`src/rtl/hazard_stall_ctrl_if.sv`:
```
// Hazard controller bundle: pipeline hazard sources in, stall/flush/forward controls out.
interface hazard_stall_ctrl_if #(
    parameter int CNT_W = 16
);
    logic [4:0]       Rs1D, Rs2D, Rs1E, Rs2E;
    logic [4:0]       RdE, RdM, RdW;
    logic [1:0]       ResultSrcE;
    logic             RegWriteM, RegWriteW;
    logic             PCSrcE, MemAccessM, MemReadyM;
    logic [1:0]       ForwardAE, ForwardBE;
    logic             StallF, StallD, StallE, StallM;
    logic             FlushD, FlushE, FlushW;
    logic             MemErr;
    logic [CNT_W-1:0] StallCount, FlushCount;

    modport master (
        output Rs1D, Rs2D, Rs1E, Rs2E, RdE, RdM, RdW,
        output ResultSrcE, RegWriteM, RegWriteW,
        output PCSrcE, MemAccessM, MemReadyM,
        input  ForwardAE, ForwardBE,
        input  StallF, StallD, StallE, StallM,
        input  FlushD, FlushE, FlushW,
        input  MemErr, StallCount, FlushCount
    );

    modport slave (
        input  Rs1D, Rs2D, Rs1E, Rs2E, RdE, RdM, RdW,
        input  ResultSrcE, RegWriteM, RegWriteW,
        input  PCSrcE, MemAccessM, MemReadyM,
        output ForwardAE, ForwardBE,
        output StallF, StallD, StallE, StallM,
        output FlushD, FlushE, FlushW,
        output MemErr, StallCount, FlushCount
    );
endinterface

```
`src/rtl/hazard_stall_ctrl.sv`:
```
// Forwarding, load-use/branch hazard and data-memory wait controller
// for the 5-stage pipeline, with saturating debug counters.
module hazard_stall_ctrl #(
    parameter int CNT_W       = 16,
    parameter int MEM_TIMEOUT = 8
) (
    input logic                clk,
    input logic                rst,
    hazard_stall_ctrl_if.slave hz
);
    typedef enum logic [1:0] {
        RUN,
        MEM_WAIT,
        ERR
    } state_t;

    state_t           state;
    logic [7:0]       wait_cnt;
    logic             mem_err;
    logic [CNT_W-1:0] stall_cnt;
    logic [CNT_W-1:0] flush_cnt;
    logic             lw_stall;
    logic             mem_stall;
    logic             stall_fd;
    logic             flush_d;

    // Memory-stage result is younger, so it wins over writeback.
    always_comb begin
        hz.ForwardAE = 2'b00;
        if (hz.RegWriteM && hz.RdM != 5'd0 && hz.RdM == hz.Rs1E)
            hz.ForwardAE = 2'b10;
        else if (hz.RegWriteW && hz.RdW != 5'd0 && hz.RdW == hz.Rs1E)
            hz.ForwardAE = 2'b01;
    end

    always_comb begin
        hz.ForwardBE = 2'b00;
        if (hz.RegWriteM && hz.RdM != 5'd0 && hz.RdM == hz.Rs2E)
            hz.ForwardBE = 2'b10;
        else if (hz.RegWriteW && hz.RdW != 5'd0 && hz.RdW == hz.Rs2E)
            hz.ForwardBE = 2'b01;
    end

    assign lw_stall = (hz.ResultSrcE == 2'b01) && (hz.RdE != 5'd0) &&
                      (hz.RdE == hz.Rs1D || hz.RdE == hz.Rs2D);

    always_comb begin
        mem_stall = 1'b1;
        case (state)
            RUN:      mem_stall = hz.MemAccessM && !hz.MemReadyM;
            MEM_WAIT: mem_stall = !hz.MemReadyM;
            default:  mem_stall = 1'b1;
        endcase
    end

    assign stall_fd = lw_stall | mem_stall;
    assign flush_d  = !mem_stall && hz.PCSrcE;

    assign hz.StallF     = stall_fd;
    assign hz.StallD     = stall_fd;
    assign hz.StallE     = mem_stall;
    assign hz.StallM     = mem_stall;
    assign hz.FlushW     = mem_stall;
    assign hz.FlushD     = flush_d;
    assign hz.FlushE     = !mem_stall && (lw_stall | hz.PCSrcE);
    assign hz.MemErr     = mem_err;
    assign hz.StallCount = stall_cnt;
    assign hz.FlushCount = flush_cnt;

    always_ff @(posedge clk or negedge rst) begin
        if (!rst) begin
            state     <= RUN;
            wait_cnt  <= '0;
            mem_err   <= 1'b0;
            stall_cnt <= '0;
            flush_cnt <= '0;
        end else begin
            if (stall_fd && stall_cnt != '1)
                stall_cnt <= stall_cnt + CNT_W'(1);
            if (flush_d && flush_cnt != '1)
                flush_cnt <= flush_cnt + CNT_W'(1);
            case (state)
                RUN: begin
                    if (hz.MemAccessM && !hz.MemReadyM) begin
                        state    <= MEM_WAIT;
                        wait_cnt <= 8'd1;
                    end
                end
                MEM_WAIT: begin
                    if (hz.MemReadyM) begin
                        state <= RUN;
                    end else if (wait_cnt == 8'(MEM_TIMEOUT)) begin
                        state   <= ERR;
                        mem_err <= 1'b1;
                    end else begin
                        wait_cnt <= wait_cnt + 8'd1;
                    end
                end
                default: begin
                    // Only reset leaves the error freeze.
                    state   <= ERR;
                    mem_err <= 1'b1;
                end
            endcase
        end
    end
endmodule

```
`src/flat_wrapper.sv`:
```
// flat-port wrapper written by rule: the top's interface ports become plain ports
module hazard_stall_ctrl_flat 
#(
    parameter int CNT_W       = 16,
    parameter int MEM_TIMEOUT = 8
)
  (clk, rst, hz_Rs1D, hz_Rs2D, hz_Rs1E, hz_Rs2E, hz_RdE, hz_RdM, hz_RdW, hz_ResultSrcE, hz_RegWriteM, hz_RegWriteW, hz_PCSrcE, hz_MemAccessM, hz_MemReadyM, hz_ForwardAE, hz_ForwardBE, hz_StallF, hz_StallD, hz_StallE, hz_StallM, hz_FlushD, hz_FlushE, hz_FlushW, hz_MemErr, hz_StallCount, hz_FlushCount);
  hazard_stall_ctrl_if #(.CNT_W(CNT_W)) hz_i ();
  input logic clk;
  input logic rst;
  input wire logic [$bits(hz_i.Rs1D)-1:0] hz_Rs1D;
  input wire logic [$bits(hz_i.Rs2D)-1:0] hz_Rs2D;
  input wire logic [$bits(hz_i.Rs1E)-1:0] hz_Rs1E;
  input wire logic [$bits(hz_i.Rs2E)-1:0] hz_Rs2E;
  input wire logic [$bits(hz_i.RdE)-1:0] hz_RdE;
  input wire logic [$bits(hz_i.RdM)-1:0] hz_RdM;
  input wire logic [$bits(hz_i.RdW)-1:0] hz_RdW;
  input wire logic [$bits(hz_i.ResultSrcE)-1:0] hz_ResultSrcE;
  input wire logic [$bits(hz_i.RegWriteM)-1:0] hz_RegWriteM;
  input wire logic [$bits(hz_i.RegWriteW)-1:0] hz_RegWriteW;
  input wire logic [$bits(hz_i.PCSrcE)-1:0] hz_PCSrcE;
  input wire logic [$bits(hz_i.MemAccessM)-1:0] hz_MemAccessM;
  input wire logic [$bits(hz_i.MemReadyM)-1:0] hz_MemReadyM;
  output wire logic [$bits(hz_i.ForwardAE)-1:0] hz_ForwardAE;
  output wire logic [$bits(hz_i.ForwardBE)-1:0] hz_ForwardBE;
  output wire logic [$bits(hz_i.StallF)-1:0] hz_StallF;
  output wire logic [$bits(hz_i.StallD)-1:0] hz_StallD;
  output wire logic [$bits(hz_i.StallE)-1:0] hz_StallE;
  output wire logic [$bits(hz_i.StallM)-1:0] hz_StallM;
  output wire logic [$bits(hz_i.FlushD)-1:0] hz_FlushD;
  output wire logic [$bits(hz_i.FlushE)-1:0] hz_FlushE;
  output wire logic [$bits(hz_i.FlushW)-1:0] hz_FlushW;
  output wire logic [$bits(hz_i.MemErr)-1:0] hz_MemErr;
  output wire logic [$bits(hz_i.StallCount)-1:0] hz_StallCount;
  output wire logic [$bits(hz_i.FlushCount)-1:0] hz_FlushCount;
  assign hz_i.Rs1D = hz_Rs1D;
  assign hz_i.Rs2D = hz_Rs2D;
  assign hz_i.Rs1E = hz_Rs1E;
  assign hz_i.Rs2E = hz_Rs2E;
  assign hz_i.RdE = hz_RdE;
  assign hz_i.RdM = hz_RdM;
  assign hz_i.RdW = hz_RdW;
  assign hz_i.ResultSrcE = hz_ResultSrcE;
  assign hz_i.RegWriteM = hz_RegWriteM;
  assign hz_i.RegWriteW = hz_RegWriteW;
  assign hz_i.PCSrcE = hz_PCSrcE;
  assign hz_i.MemAccessM = hz_MemAccessM;
  assign hz_i.MemReadyM = hz_MemReadyM;
  assign hz_ForwardAE = hz_i.ForwardAE;
  assign hz_ForwardBE = hz_i.ForwardBE;
  assign hz_StallF = hz_i.StallF;
  assign hz_StallD = hz_i.StallD;
  assign hz_StallE = hz_i.StallE;
  assign hz_StallM = hz_i.StallM;
  assign hz_FlushD = hz_i.FlushD;
  assign hz_FlushE = hz_i.FlushE;
  assign hz_FlushW = hz_i.FlushW;
  assign hz_MemErr = hz_i.MemErr;
  assign hz_StallCount = hz_i.StallCount;
  assign hz_FlushCount = hz_i.FlushCount;
  hazard_stall_ctrl #(.CNT_W(CNT_W), .MEM_TIMEOUT(MEM_TIMEOUT)) u_core (.clk(clk), .rst(rst), .hz(hz_i));
endmodule
```
`config.mk`:
```
export PLATFORM = sky130hd
export DESIGN_NAME = hazard_stall_ctrl_flat
export DESIGN_NICKNAME = d
export VERILOG_FILES = /design/src/rtl/hazard_stall_ctrl_if.sv /design/src/rtl/hazard_stall_ctrl.sv /design/src/flat_wrapper.sv
export SDC_FILE = /design/constraint.sdc
export NUM_CORES = 1
export LEC_CHECK = 0
export ABC_AREA = 1
export BUFFER_PORTS_ARGS = -buffer_cell sky130_fd_sc_hd__buf_2
export CAP_MARGIN = 20
export CORE_MARGIN = 4
export CORE_UTILIZATION = 49
export CTS_BUF_LIST = sky130_fd_sc_hd__clkbuf_2
export CTS_CLUSTER_SIZE = 40
export DETAILED_ROUTE_END_ITERATION = 16
export MAX_ROUTING_LAYER = met4
export PLACE_DENSITY = 0.8
export SLEW_MARGIN = 20
export SYNTH_ARGS = -nofsm -noshare
export SYNTH_HDL_FRONTEND = slang
export SYNTH_SLANG_ARGS = --single-unit
```
`constraint.sdc`:
```
create_clock -name clk -period 1.6 [get_ports clk]
set_input_delay 0.32 -clock clk [delete_from_list [all_inputs] [get_ports clk]]
set_output_delay 0.32 -clock clk [all_outputs]
set_load 0.01 [all_outputs]
```
Word-level counts from Yosys, hierarchy flattened
Cells that the tools add are included.
{ "word_totals": {"output_inout_bits": 44, "regBits": 43} }
{ "classes": {"n_mux": 16, "n_reduce_logical": 24, "bitwise": 3, "eq_ne": 16, "n_addsub": 3} }
{ "ops": {"columns": ["op", "n"], "rows": [
  ["$add 16x1->16 const B", 2],
  ["$ne 16x16->1 const B", 2],
  ["$eq 5x5->1", 6],
  ["$mux 8", 3],
  ["$pmux 8 s2", 1],
  ["$reduce_bool 5->1", 3],
  ["$logic_and 1x1->1", 13],
  ["$mux 2", 5],
  ["$add 8x1->8 const B", 1],
  ["$eq 8x4->1 const B", 1],
  ["$eq 2x1->1 const B", 2],
  ["$mux 1", 4],
  ["$ne 2x1->1 const B", 2],
  ["$ne 2x2->1 const B", 2],
  ["$pmux 1 s2", 2],
  ["$pmux 2 s2", 1],
  ["$reduce_and 4->1", 1],
  ["$ne 3x2->1 const B", 1],
  ["$reduce_and 3->1", 1],
  ["$logic_not 1->1", 2],
  ["$logic_not 2->1", 1],
  ["$or 1x1->1", 2],
  ["$reduce_and 2->1", 1],
  ["$reduce_bool 2->1", 1],
  ["2 further kinds", 2]
]} }

Depth between registers and ports, before layout
Gate-level depths: netlist of run 1.
{ "logic_depth": {"ltp_word": 6, "ltp_mapped": 12, "mapped_depth_nobuf": 11} }

Worst setup path after synthesis of run 1
Ideal clock, no wire load.
{ "synth_path": {"path_kind": "flip-flop to output port", "start": "reg u_core.state[1]", "end": "out hz_StallF", "t_arrival_ns": 1.303, "setup_slack_ns": -0.023, "t_required_ns": 1.280, "n_path_buf": 3, "stages_incl_launch_ff": 9, "path_cell_list": "dfrtp_1 -> nor2_4 -> nand2_4 -> nand3_4 -> inv_2 -> nand2_4 -> buf_6 -> buf_12 -> buf_4"} }
{ "synth_between": {"elab_chain_len": 3, "word_cells_on_any_way": 4} }
{ "synth_lines": {"columns": ["element", "line", "source"], "rows": [
  ["start: declaration", "hazard_stall_ctrl.sv:17", "state_t state;"],
  ["start signal: assignment", "hazard_stall_ctrl.sv:72", "state <= RUN;"],
  ["start signal: assignment", "hazard_stall_ctrl.sv:85", "state <= MEM_WAIT;"],
  ["start signal: assignment", "hazard_stall_ctrl.sv:91", "state <= RUN;"],
  ["$eq 2x1->1 or $logic_not 2->1 (tied branches)", "hazard_stall_ctrl.sv:49", "case (state)"],
  ["$pmux 1 s2 (*)", "hazard_stall_ctrl.sv:49", null],
  ["via hz_FlushW", "flat_wrapper.sv:32", "output wire logic [$bits(hz_i.FlushW)-1:0] hz_FlushW;"],
  ["$or 1x1->1 (*)", "hazard_stall_ctrl.sv:56", "assign stall_fd = lw_stall | mem_stall;"],
  ["end: declaration", "flat_wrapper.sv:26", "output wire logic [$bits(hz_i.StallF)-1:0] hz_StallF;"]
]} }
The timed path passes the listed nets; every way through them passes the cells marked *.

Final worst setup path of run 1
{ "layout_path": {"start": "reg u_core.state[1]", "end": "out hz_FlushD"} }
{ "layout_between": {"elab_chain_len": 4, "word_cells_on_any_way": 5} }
{ "layout_lines": {"columns": ["element", "line", "source"], "rows": [
  ["$eq 2x1->1 or $logic_not 2->1 (tied branches)", "hazard_stall_ctrl.sv:49", null],
  ["$pmux 1 s2 (*)", "hazard_stall_ctrl.sv:49", null],
  ["$logic_not 1->1 (*)", "hazard_stall_ctrl.sv:57", "assign flush_d = !mem_stall && hz.PCSrcE;"],
  ["$logic_and 1x1->1 (*)", "hazard_stall_ctrl.sv:57", null],
  ["end: declaration", "flat_wrapper.sv:30", "output wire logic [$bits(hz_i.FlushD)-1:0] hz_FlushD;"]
]} }
Mark *: on every way between the ends. The rest lies on a longest branch, timed or not.

==> results_dict.tcl, run 1 <==
set metrics [dict create \
    finalHoldViolations 0 \
    p_int_mw 1.93 \
    root_buffer "clkbuf_2" \
    failed_checks "negative setup slack" \
    status "finished, violations left" \
    final_util_pct 65.8 \
    cts_buffers 5 \
    synth_compound_area_share_pct 3.15 \
    start_kind "register" \
    postSynthAreaPerCell_um2 7.49 \
    die_area_um2 7850 \
    dp_hpwl_um 6300 \
    setup_slack_ps -196 \
    setup.worst_path.end_class "output port" \
    overflow 0 \
    worst_pin_slew_ps 554 \
    row_count 29 \
    routed_wl_um 8280 \
    gp_congestion 0.899 \
    tns_ps -2010 \
    synth-seq-cells 43 \
    die_x_um 88.6 \
    p_sw_mw 1.24 \
    hold_path.class "in -> reg" \
    pwr-share-clk_pct 14.7 \
    place_ws_ps 15.0 \
    ant_nets 0 \
    antenna_cells 0 \
    yosys.area_share.simple_pct 39.0 \
    globalRouteTotalUtil_pct 21.4 \
    synthMuxAreaShare_pct 0 \
    synthAdderAreaFrac_pct 1.57 \
    antenna_found_initial 0 \
    crit_chain "nor2_2 > nand3_2 > nand3_4 > buf_6 > nor2_4 > buf_6" \
    vias 3143 \
    coreArea_um2 6310 \
    netSwitchingFraction_pct 39.0 \
    rsz0062_at_grt "yes" \
    fin_nets 595 \
    worstPathArrival_ps 1480 \
    drt_iter0_markers 149 \
    io_pins 88 \
    relSlewSlack_pct 63.1 \
    grt_pass1_vias 3030 \
    area_growth_pct 30.5 \
    powerDensity_nw_per_um2 764 \
    path_buf_inv 2 \
    final_common_cell "nand2_1" \
    syn_nets 473 \
    clk_path_buf_depth 2 \
    grt_max_degree 44 \
    clock_latency_ps 420 \
    final_cell_mix "nand2_1, buf_2, inv_1" \
    p_leak_nw 2.18 \
    io_buffer_count 87 \
    cap_violations 0 \
    clk_pin_slew_ps 210 \
    cts_tree "built" \
    fp.dieH_um 88.6 \
    drc_errors 0 \
    cts_htree_levels 2 \
    synth_top_family_by_area "simple AND/OR/NAND/NOR gates" \
    critical-path-max-stage-delay_ps 490 \
    path_max_fanout 4 \
    ys_warn_count 0 \
    max_freq_ghz 0.557 \
    slowest_stage "dfrtp_2" \
    comb_power_share_pct 40.9 \
    cp.required_ps 1280 \
    min_period_ps 1800 \
    path_delay_family "flip-flops" \
    seqPwrFrac_pct 44.4 \
    ys_seq_area_share_pct 33.8 \
    finalSetupViolCount 22 \
    slew_viol_final 0 \
    synth_area_um2 3180 \
    layout-drive-gt1-share_pct 34.5 \
    fin_crit_sh_pct 112 \
    crit_top_cell "buf_6" \
    detail_route.wl_per_cell_um 13.2 \
    start_util_pct 50.4 \
    via_per_inst 5.03 \
    first_pass_iters 4 \
    synth_xor_area_share_pct 12.6 \
    grt_pass1_wl_um 12900 \
    cts_sinks 43 \
    ir_worst_vdd_mv 0.692 \
    synth_cell_types 32 \
    finClkSkew_ps 8.27 \
    syn_inst 425 \
    worstSetupPathType "reg -> out" \
]
==> cells in the mapped netlist <==
| cell | instances | area (um^2) |
|---|---|---|
| a21oi_1 | 3 | 15.0 |
| buf_12 | 1 | 20.0 |
| buf_4 | 4 | 30.0 |
| buf_6 | 4 | 45.0 |
| dfrtp_1 | 43 | 1080 |
| ha_1 | 4 | 50.1 |
| inv_1 | 52 | 195 |
| inv_2 | 6 | 22.5 |
| nand2_1 | 117 | 439 |
| nand2_2 | 3 | 18.8 |
| nand2_4 | 3 | 33.8 |
| nand3_1 | 32 | 160 |
| nand3_2 | 11 | 110 |
| nand3_4 | 1 | 17.5 |
| nand3b_1 | 2 | 15.0 |
| nand4_1 | 8 | 50.1 |
| nand4_4 | 1 | 21.3 |
| nor2_1 | 32 | 120 |
| nor2_2 | 3 | 18.8 |
| nor2_4 | 6 | 67.6 |
| nor3_1 | 17 | 85.1 |
| nor3_2 | 1 | 10.0 |
| nor3_4 | 1 | 16.3 |
| nor3b_1 | 1 | 7.51 |
| nor4_1 | 2 | 12.5 |
| nor4_2 | 1 | 12.5 |
| o21ai_0 | 11 | 55.1 |
| o21ai_1 | 6 | 30.0 |
| or2_2 | 4 | 25.0 |
| xnor2_1 | 17 | 149 |
| xor2_1 | 27 | 236 |
| xor2_2 | 1 | 16.3 |
==> repair_timing <==
item | in CTS | in global routing
cloned | 0 | 1
endpoints found under the hold margin | 43 | 0
hold buffers | 1 | 0
setup endpoints to repair | 7 | 41
buffers inserted | 5 | 6
gates resized for setup | 13 | 39
pin swaps | 4 | 4
==> power by group through the flow <==
stage / combinational, mW / clock, mW / sequential, mW
final: 1.30 / 0.467 / 1.41
after global routing: 1.43 / 0.523 / 1.44
after CTS: 1.20 / 0.482 / 1.41
after detailed placement: 1.16 / 0 / 1.43
after global placement: 1.12 / 0 / 1.43
after floorplan: 0.541 / 0 / 1.52
==> per-stage QoR <==
| step | total power [mW] | instances | area (um^2) | hold slack (ps) |
|---|---|---|---|---|
| 3_5_place_dp | 2.59 | 604 | 3800 | 436 |
| 5_1_grt | 3.40 | 625 | 4150 | 125 |
| 6_report | 3.17 | 625 | 4150 | 159 |
| 4_1_cts | 3.09 | 618 | 3940 | 139 |
| 3_3_place_gp | 2.54 | 604 | 3800 | 434 |
| 2_1_floorplan | 2.06 | 425 | 3180 | 24.4 |
==> state kept, by name, summed over array words and instances (netlist names) <==
| signal | flops |
|---|---|
| u_core.hz.MemErr | 1 |
| u_core.hz.StallCount | 16 |
| u_core.state | 2 |
| u_core.hz.FlushCount | 16 |
| u_core.wait_cnt | 8 |
==> cell type report <==
class / count / area (um^2)
Tap cell: 77 / 96.3
Fill cell: 544 / 2160
Clock buffer: 6 / 30.0
Multi-Input combinational cell: 315 / 1920
Inverter: 58 / 228
Sequential cell: 43 / 1080
Timing Repair Buffer: 124 / 795
Clock inverter: 2 / 7.51
==> tightest hold or removal path: cells and delay by family <==
family / cells / cell delay (ps)
buffers and inverters: 2 / 140
AND/OR/NAND/NOR: 2 / 110
==> kinds of logic (layout without fill, tap and decap cells) <==
kind of cell / count (synthesis) / in the layout
buffers and inverters: 67 / 190
AND/OR/NAND/NOR: 246 / 246
adder cells (fa/ha/maj): 4 / 4
AO/OA/AOI/OAI: 20 / 20
XOR/XNOR: 45 / 45
flip-flops: 43 / 43
==> metal layers <==
layer / GRT usage [%] / vias to the layer above / part of all wire [%]
met5: - / - / 0
met4: 7.01 / 0 / 1.8
met3: 4.93 / 12 / 5.2
met2: 35.8 / 83 / 51
met1: 25.6 / 1470 / 42
li1: - / 1578 / -
==> final timing paths <==
kind	slack, ps	depth (start not counted)	start	end
max	-200	6	u_core.state[1]	hz_FlushD
min	160	4	hz_MemReadyM	u_core.state[1]
min in group asynchronous	470	3	rst	u_core.hz.StallCount[12]
max in group asynchronous	730	3	rst	u_core.state[1]
min reg2reg	500	1	u_core.hz.MemErr	u_core.hz.MemErr
max reg2reg	-100	11	u_core.state[1]	u_core.hz.FlushCount[10]
Power figures use the tool's default switching activity.
==> run 2, diff against run 1 <==
--- a/config.mk
+++ b/config.mk
@@ -8,6 +8,7 @@
 export ABC_AREA = 1
 export BUFFER_PORTS_ARGS = -buffer_cell sky130_fd_sc_hd__buf_2
 export CAP_MARGIN = 20
+export CORE_ASPECT_RATIO = 0.7
 export CORE_MARGIN = 4
 export CORE_UTILIZATION = 49
 export CTS_BUF_LIST = sky130_fd_sc_hd__clkbuf_2
==> run 2 against run 1 <==
First-iteration DRC count increased by 45%. Critical endpoint unchanged. Clock skew increased by 21 ps. Cell count unchanged. Sequential cell count unchanged. Final area decreased by 0.69%. Via count increased by 2.0%. Wire length increased by 6.9%. Hold slack improved by 55 ps. The flow still finishes with violations (negative setup slack). Power increased by 2.0%. Worst setup slack got worse by 62 ps. Combinational power increased by 5%.
==> results_dict.tcl, run 2 (synthesis results as in run 1) <==
set metrics [dict create \
    status "finished, violations left" \
    failed_checks "negative setup slack" \
    clock_latency_ps 410 \
    io_pins 88 \
    setup.worst_path.end_class "output port" \
    p_total_mw 3.24 \
    grt_pass1_wl_um 13500 \
    clk_pin_slew_ps 210 \
    cts_tree "built" \
    detail_route.wl_per_cell_um 14.1 \
    ant_nets 0 \
    cts_buffers 5 \
    finalHoldViolations 0 \
    io_buffer_count 87 \
    path_max_fanout 4 \
    start_kind "register" \
    row_count 24 \
    max_freq_ghz 0.538 \
    min_period_ps 1860 \
    finalSetupViolCount 20 \
    cts_sinks 43 \
    crit_chain "nor2_2 > nand3_2 > nand3_4 > buf_12 > nor2_4 > buf_6" \
    die_area_um2 7870 \
    final_cell_mix "nand2_1, buf_2, inv_1" \
    drt_iter0_markers 216 \
    cap_violations 0 \
    rsz0062_at_grt "yes" \
    setup_slack_ps -258 \
    cts_htree_levels 2 \
    grt_pass1_vias 2771 \
    start_util_pct 50.7 \
    globalRouteTotalUtil_pct 21.5 \
    finClkSkew_ps 29.2 \
    grt_max_degree 44 \
    fin_crit_sh_pct 116 \
    hold_path.class "in -> reg" \
    vias 3205 \
    n_fill_cell 529 \
    p_leak_nw 2.17 \
    antenna_found_initial 0 \
    fp.dieH_um 75.4 \
    place_ws_ps 37.3 \
    via_per_inst 5.13 \
    first_pass_iters 5 \
    fin_nets 596 \
    critical-path-max-stage-delay_ps 500 \
    slowest_stage "dfrtp_2" \
    coreArea_um2 6280 \
    slew_viol_final 0 \
    finalHoldWorstSlack_ps 214 \
    tns_ps -2040 \
    powerDensity_nw_per_um2 785 \
    clk_path_buf_depth 2 \
    worstSetupPathType "reg -> out" \
    die_x_um 104 \
    overflow 0 \
    area_growth_pct 29.6 \
    worst_pin_slew_ps 555 \
    routed_wl_um 8840 \
    gp_congestion 0.921 \
    dp_hpwl_um 6450 \
    ir_worst_vdd_mv 0.636 \
    worstPathArrival_ps 1540 \
    antenna_cells 0 \
    root_buffer "clkbuf_2" \
    layout-drive-gt1-share_pct 34.6 \
    drc_errors 0 \
    cp.required_ps 1280 \
    relSlewSlack_pct 63.0 \
    final_common_cell "nand2_1" \
]
[run 2: final timing paths]
| path | startpoint | to | slack (ps) | cells past startpoint |
|---|---|---|---|---|
| setup / recovery | u_core.state[1] | hz_FlushD | -260 | 6 |
| hold / removal | hz_MemReadyM | u_core.state[1] | 210 | 4 |
| setup reg to reg | u_core.state[1] | u_core.hz.FlushCount[10] | -70 | 10 |
| hold reg to reg | u_core.hz.MemErr | u_core.hz.MemErr | 500 | 1 |
| max in group asynchronous | rst | u_core.state[1] | 700 | 3 |
| min in group asynchronous | rst | u_core.hz.FlushCount[4] | 480 | 3 |
[run 2: final cells by class]
type / instances / area (um^2) / area share (%)
well taps: 78 / 97.6 / 2.37
multi-input cells: 315 / 1880 / 45.5
clock buffers: 6 / 30.0 / 0.728
repair buffers: 125 / 817 / 19.8
inverters: 58 / 223 / 5.40
flip-flops and latches: 43 / 1080 / 26.2
[run 2: worst max-delay path: cells and delay by family (launching register included)]
kind          cells  cell delay [ps]
simple gates      4              420
buf+inv           2              220
flops             1              500
[run 2: report_power, final]
group | switching (mW) | total, mW | internal, mW
sequential | 0.176 | 1.43 | 1.25
combinational | 0.739 | 1.36 | 0.617
clock | 0.353 | 0.452 | 0.0988
total | 1.27 | 3.24 | 1.97
[run 2: layer usage]
layer	up-vias	global-route usage (%)	routed length (um)
met3	6	3.56	564
met1	1516	30.9	4050
met2	106	33.3	4180
li1	1577	-	-
met4	0	2.65	46
met5	-	-	0
[run 2: repair_timing]
item / 4_1_cts / 5_1_grt
gates resized for setup: 4 / 33
hold endpoints to repair: 43 / 0
hold buffers: 1 / 0
setup endpoints to repair: 7 / 50
pin swaps: 2 / 6
setup buffers: 4 / 11
[run 2: per-stage QoR]
step,std cells,cell area (um^2),utilization [%]
2_1_floorplan,425,3180,-
3_3_place_gp,603,3800,60.5
3_5_place_dp,603,3800,60.5
4_1_cts,614,3900,62.1
5_1_grt,625,4120,65.7
6_report,625,4120,65.7
==> run 3, diff against run 2 <==
--- a/config.mk
+++ b/config.mk
@@ -10,12 +10,12 @@
 export CAP_MARGIN = 20
 export CORE_ASPECT_RATIO = 0.7
 export CORE_MARGIN = 4
-export CORE_UTILIZATION = 49
+export CORE_UTILIZATION = 55
 export CTS_BUF_LIST = sky130_fd_sc_hd__clkbuf_2
 export CTS_CLUSTER_SIZE = 40
 export DETAILED_ROUTE_END_ITERATION = 16
 export MAX_ROUTING_LAYER = met4
-export PLACE_DENSITY = 0.8
+export PLACE_DENSITY = 0.84
 export SLEW_MARGIN = 20
 export SYNTH_ARGS = -nofsm -noshare
 export SYNTH_HDL_FRONTEND = slang
==> constraint.sdc (replaced) <==
create_clock -name clk -period 2 [get_ports clk]
set_input_delay 0.4 -clock clk [delete_from_list [all_inputs] [get_ports clk]]
set_output_delay 0.4 -clock clk [all_outputs]
set_load 0.01 [all_outputs]
==> run 3 against run 2 <==
The flow now finishes without violations. Wire length is 11% lower. First-iteration DRC count is 3.2% higher. Sequential power is 17% lower. Count of clock-buffer cells in the layout is 1 lower. Critical endpoint is now hz_FlushE. Largest power group unchanged.
==> results_dict.tcl, run 3 (synthesis results as in run 1) <==
set metrics [dict create \
    cp.required_ps 1600 \
    finClkSkew_ps 19.7 \
    slowest_stage "dfrtp_2" \
    cts_buffers 5 \
    p_sw_uw 956 \
    final_common_cell "nand2_1" \
    finalSetupViolCount 0 \
    slew_viol_final 0 \
    rsz0062_at_grt "yes" \
    grt_max_degree 44 \
    worstPathArrival_ps 1520 \
    setup.worst_path.end_class "output port" \
    path_buf_inv 2 \
    path_delay_family "flip-flops" \
    multi_input_area_um2 1800 \
    comb_power_share_pct 33.6 \
    grt_pass1_vias 2874 \
    fin_crit_sh_pct 96.2 \
    cts_tree "built" \
    critical-path-max-stage-delay_ps 500 \
    hold_path.class "in -> reg" \
    via_per_inst 5.14 \
    cts_htree_levels 2 \
    detail_route.wl_per_cell_um 13.1 \
    cts_sinks 43 \
    relSlewSlack_pct 63.6 \
    io_buffer_count 87 \
    final_cell_mix "nand2_1, buf_2, inv_1" \
    drc_errors 0 \
    layout-drive-gt1-share_pct 29.1 \
    max_freq_ghz 0.520 \
    p_int_mw 1.43 \
    worst_pin_slew_ps 546 \
    pwr-share-clk_pct 16.7 \
    ir_worst_vdd_mv 0.486 \
    first_pass_iters 5 \
    instances_no_fill 598 \
    dp_cells 580 \
    netSwitchingFraction_pct 40.1 \
    start_kind "register" \
    area_growth_pct 19.7 \
    worstSetupPathType "reg -> out" \
    fin_nets 573 \
    p_leak_nw 1.99 \
    overflow 0 \
    dp_hpwl_um 6100 \
    min_period_ps 1920 \
    use_met2_pct 35.5 \
    fin_area_um2 3810 \
    gp_congestion 0.934 \
    final_util_pct 70.2 \
    n_fill_cell 450 \
    powerDensity_nw_per_um2 627 \
    row_count 22 \
    grt_pass1_wl_um 13100 \
    fp.dieH_um 71.6 \
    status "finished clean" \
    routed_wl_um 7850 \
    clk_path_buf_depth 2 \
    ant_nets 0 \
    ff_latch_area_um2 1080 \
    root_buffer "clkbuf_2" \
    grt_use_met1_pct 31.8 \
    place_area_um2 3650 \
    crit_chain "nor2_2 > nand3_2 > nand3_4 > buf_6 > a21oi_2 > buf_2" \
    cap_violations 0 \
    tns_ps 0 \
    path_max_fanout 4 \
    grt_use_met3_pct 3.99 \
    die_area_um2 7090 \
    drt_iter0_markers 223 \
    start_util_pct 58.7 \
    die_x_um 98.9 \
    antenna_found_initial 0 \
    antenna_cells 0 \
    clock_latency_ps 440 \
    finalHoldViolations 0 \
    io_pins 88 \
    seqPwrFrac_pct 49.7 \
    vias 3071 \
    top_usage_layer "met2" \
    globalRouteTotalUtil_pct 23.1 \
    coreArea_um2 5420 \
    clk_pin_slew_ps 240 \
]
[run 3: cell types whose count changed in the layout (fill, tap and decap cells not counted), sizes merged]
cell / before / now
clkbuf: 6 / 5
clkinvlp: 0 / 1
buf: 124 / 101
clkinv: 0 / 2
[run 3: cell type report]
| cell class | instances | share of cell area, % |
|---|---|---|
| clock buffers | 5 | 0.657 |
| clock inverters | 3 | 0.526 |
| inverters | 58 | 5.72 |
| multi-input cells | 315 | 47.2 |
| flip-flops and latches | 43 | 28.3 |
| well taps | 72 | 2.37 |
| repair buffers | 102 | 15.2 |
[run 3: worst paths after layout]
check	start	end	slack [ps]	cells past startpoint
max	u_core.state[1]	hz_FlushE	80	6
min	hz_MemReadyM	u_core.state[1]	230	4
max reg2reg	u_core.hz.StallCount[1]	u_core.hz.StallCount[15]	210	7
min reg2reg	u_core.hz.MemErr	u_core.hz.MemErr	500	1
max in group asynchronous	rst	u_core.state[1]	1070	3
min in group asynchronous	rst	u_core.hz.StallCount[12]	520	3
[run 3: tightest hold or removal path: stages]
cell and delay [ps]:
buf_2 100, nor3_1 50, nor2_1 70, inv_1 50
[run 3: power by group through the flow]
stage / clock network, mW / registers, mW / logic [mW]
after global routing: 0.450 / 1.21 / 0.891
after detailed placement: 0 / 1.19 / 0.773
after global placement: 0 / 1.19 / 0.756
final: 0.397 / 1.19 / 0.802
after CTS: 0.412 / 1.18 / 0.785
after floorplan: 0 / 1.21 / 0.433
[run 3: repair_timing]
action	4_1_cts	5_1_grt
endpoints found under the setup margin	3	9
gates resized for setup	1	7
endpoints found under the hold margin	19	0
pin swaps	2	3
hold buffers	1	0
buffers inserted	4	5
[run 3: stage by stage]
stage / setup WS (ps) / total power [mW] / hold slack [ps]
6_report: 76.9 / 2.39 / 235
2_1_floorplan: 297 / 1.65 / 104
3_3_place_gp: 298 / 1.94 / 447
4_1_cts: 11.4 / 2.38 / 207
5_1_grt: -39.4 / 2.55 / 238
3_5_place_dp: 245 / 1.97 / 456
[run 3: metal layers]
metal | vias up | part of all wire [%] | routed length, um
met5 | - | 0 | 0
met4 | 0 | 1.0 | 81
met3 | 10 | 6.1 | 480
met2 | 93 | 46 | 3600
met1 | 1427 | 47 | 3690
li1 | 1541 | - | -
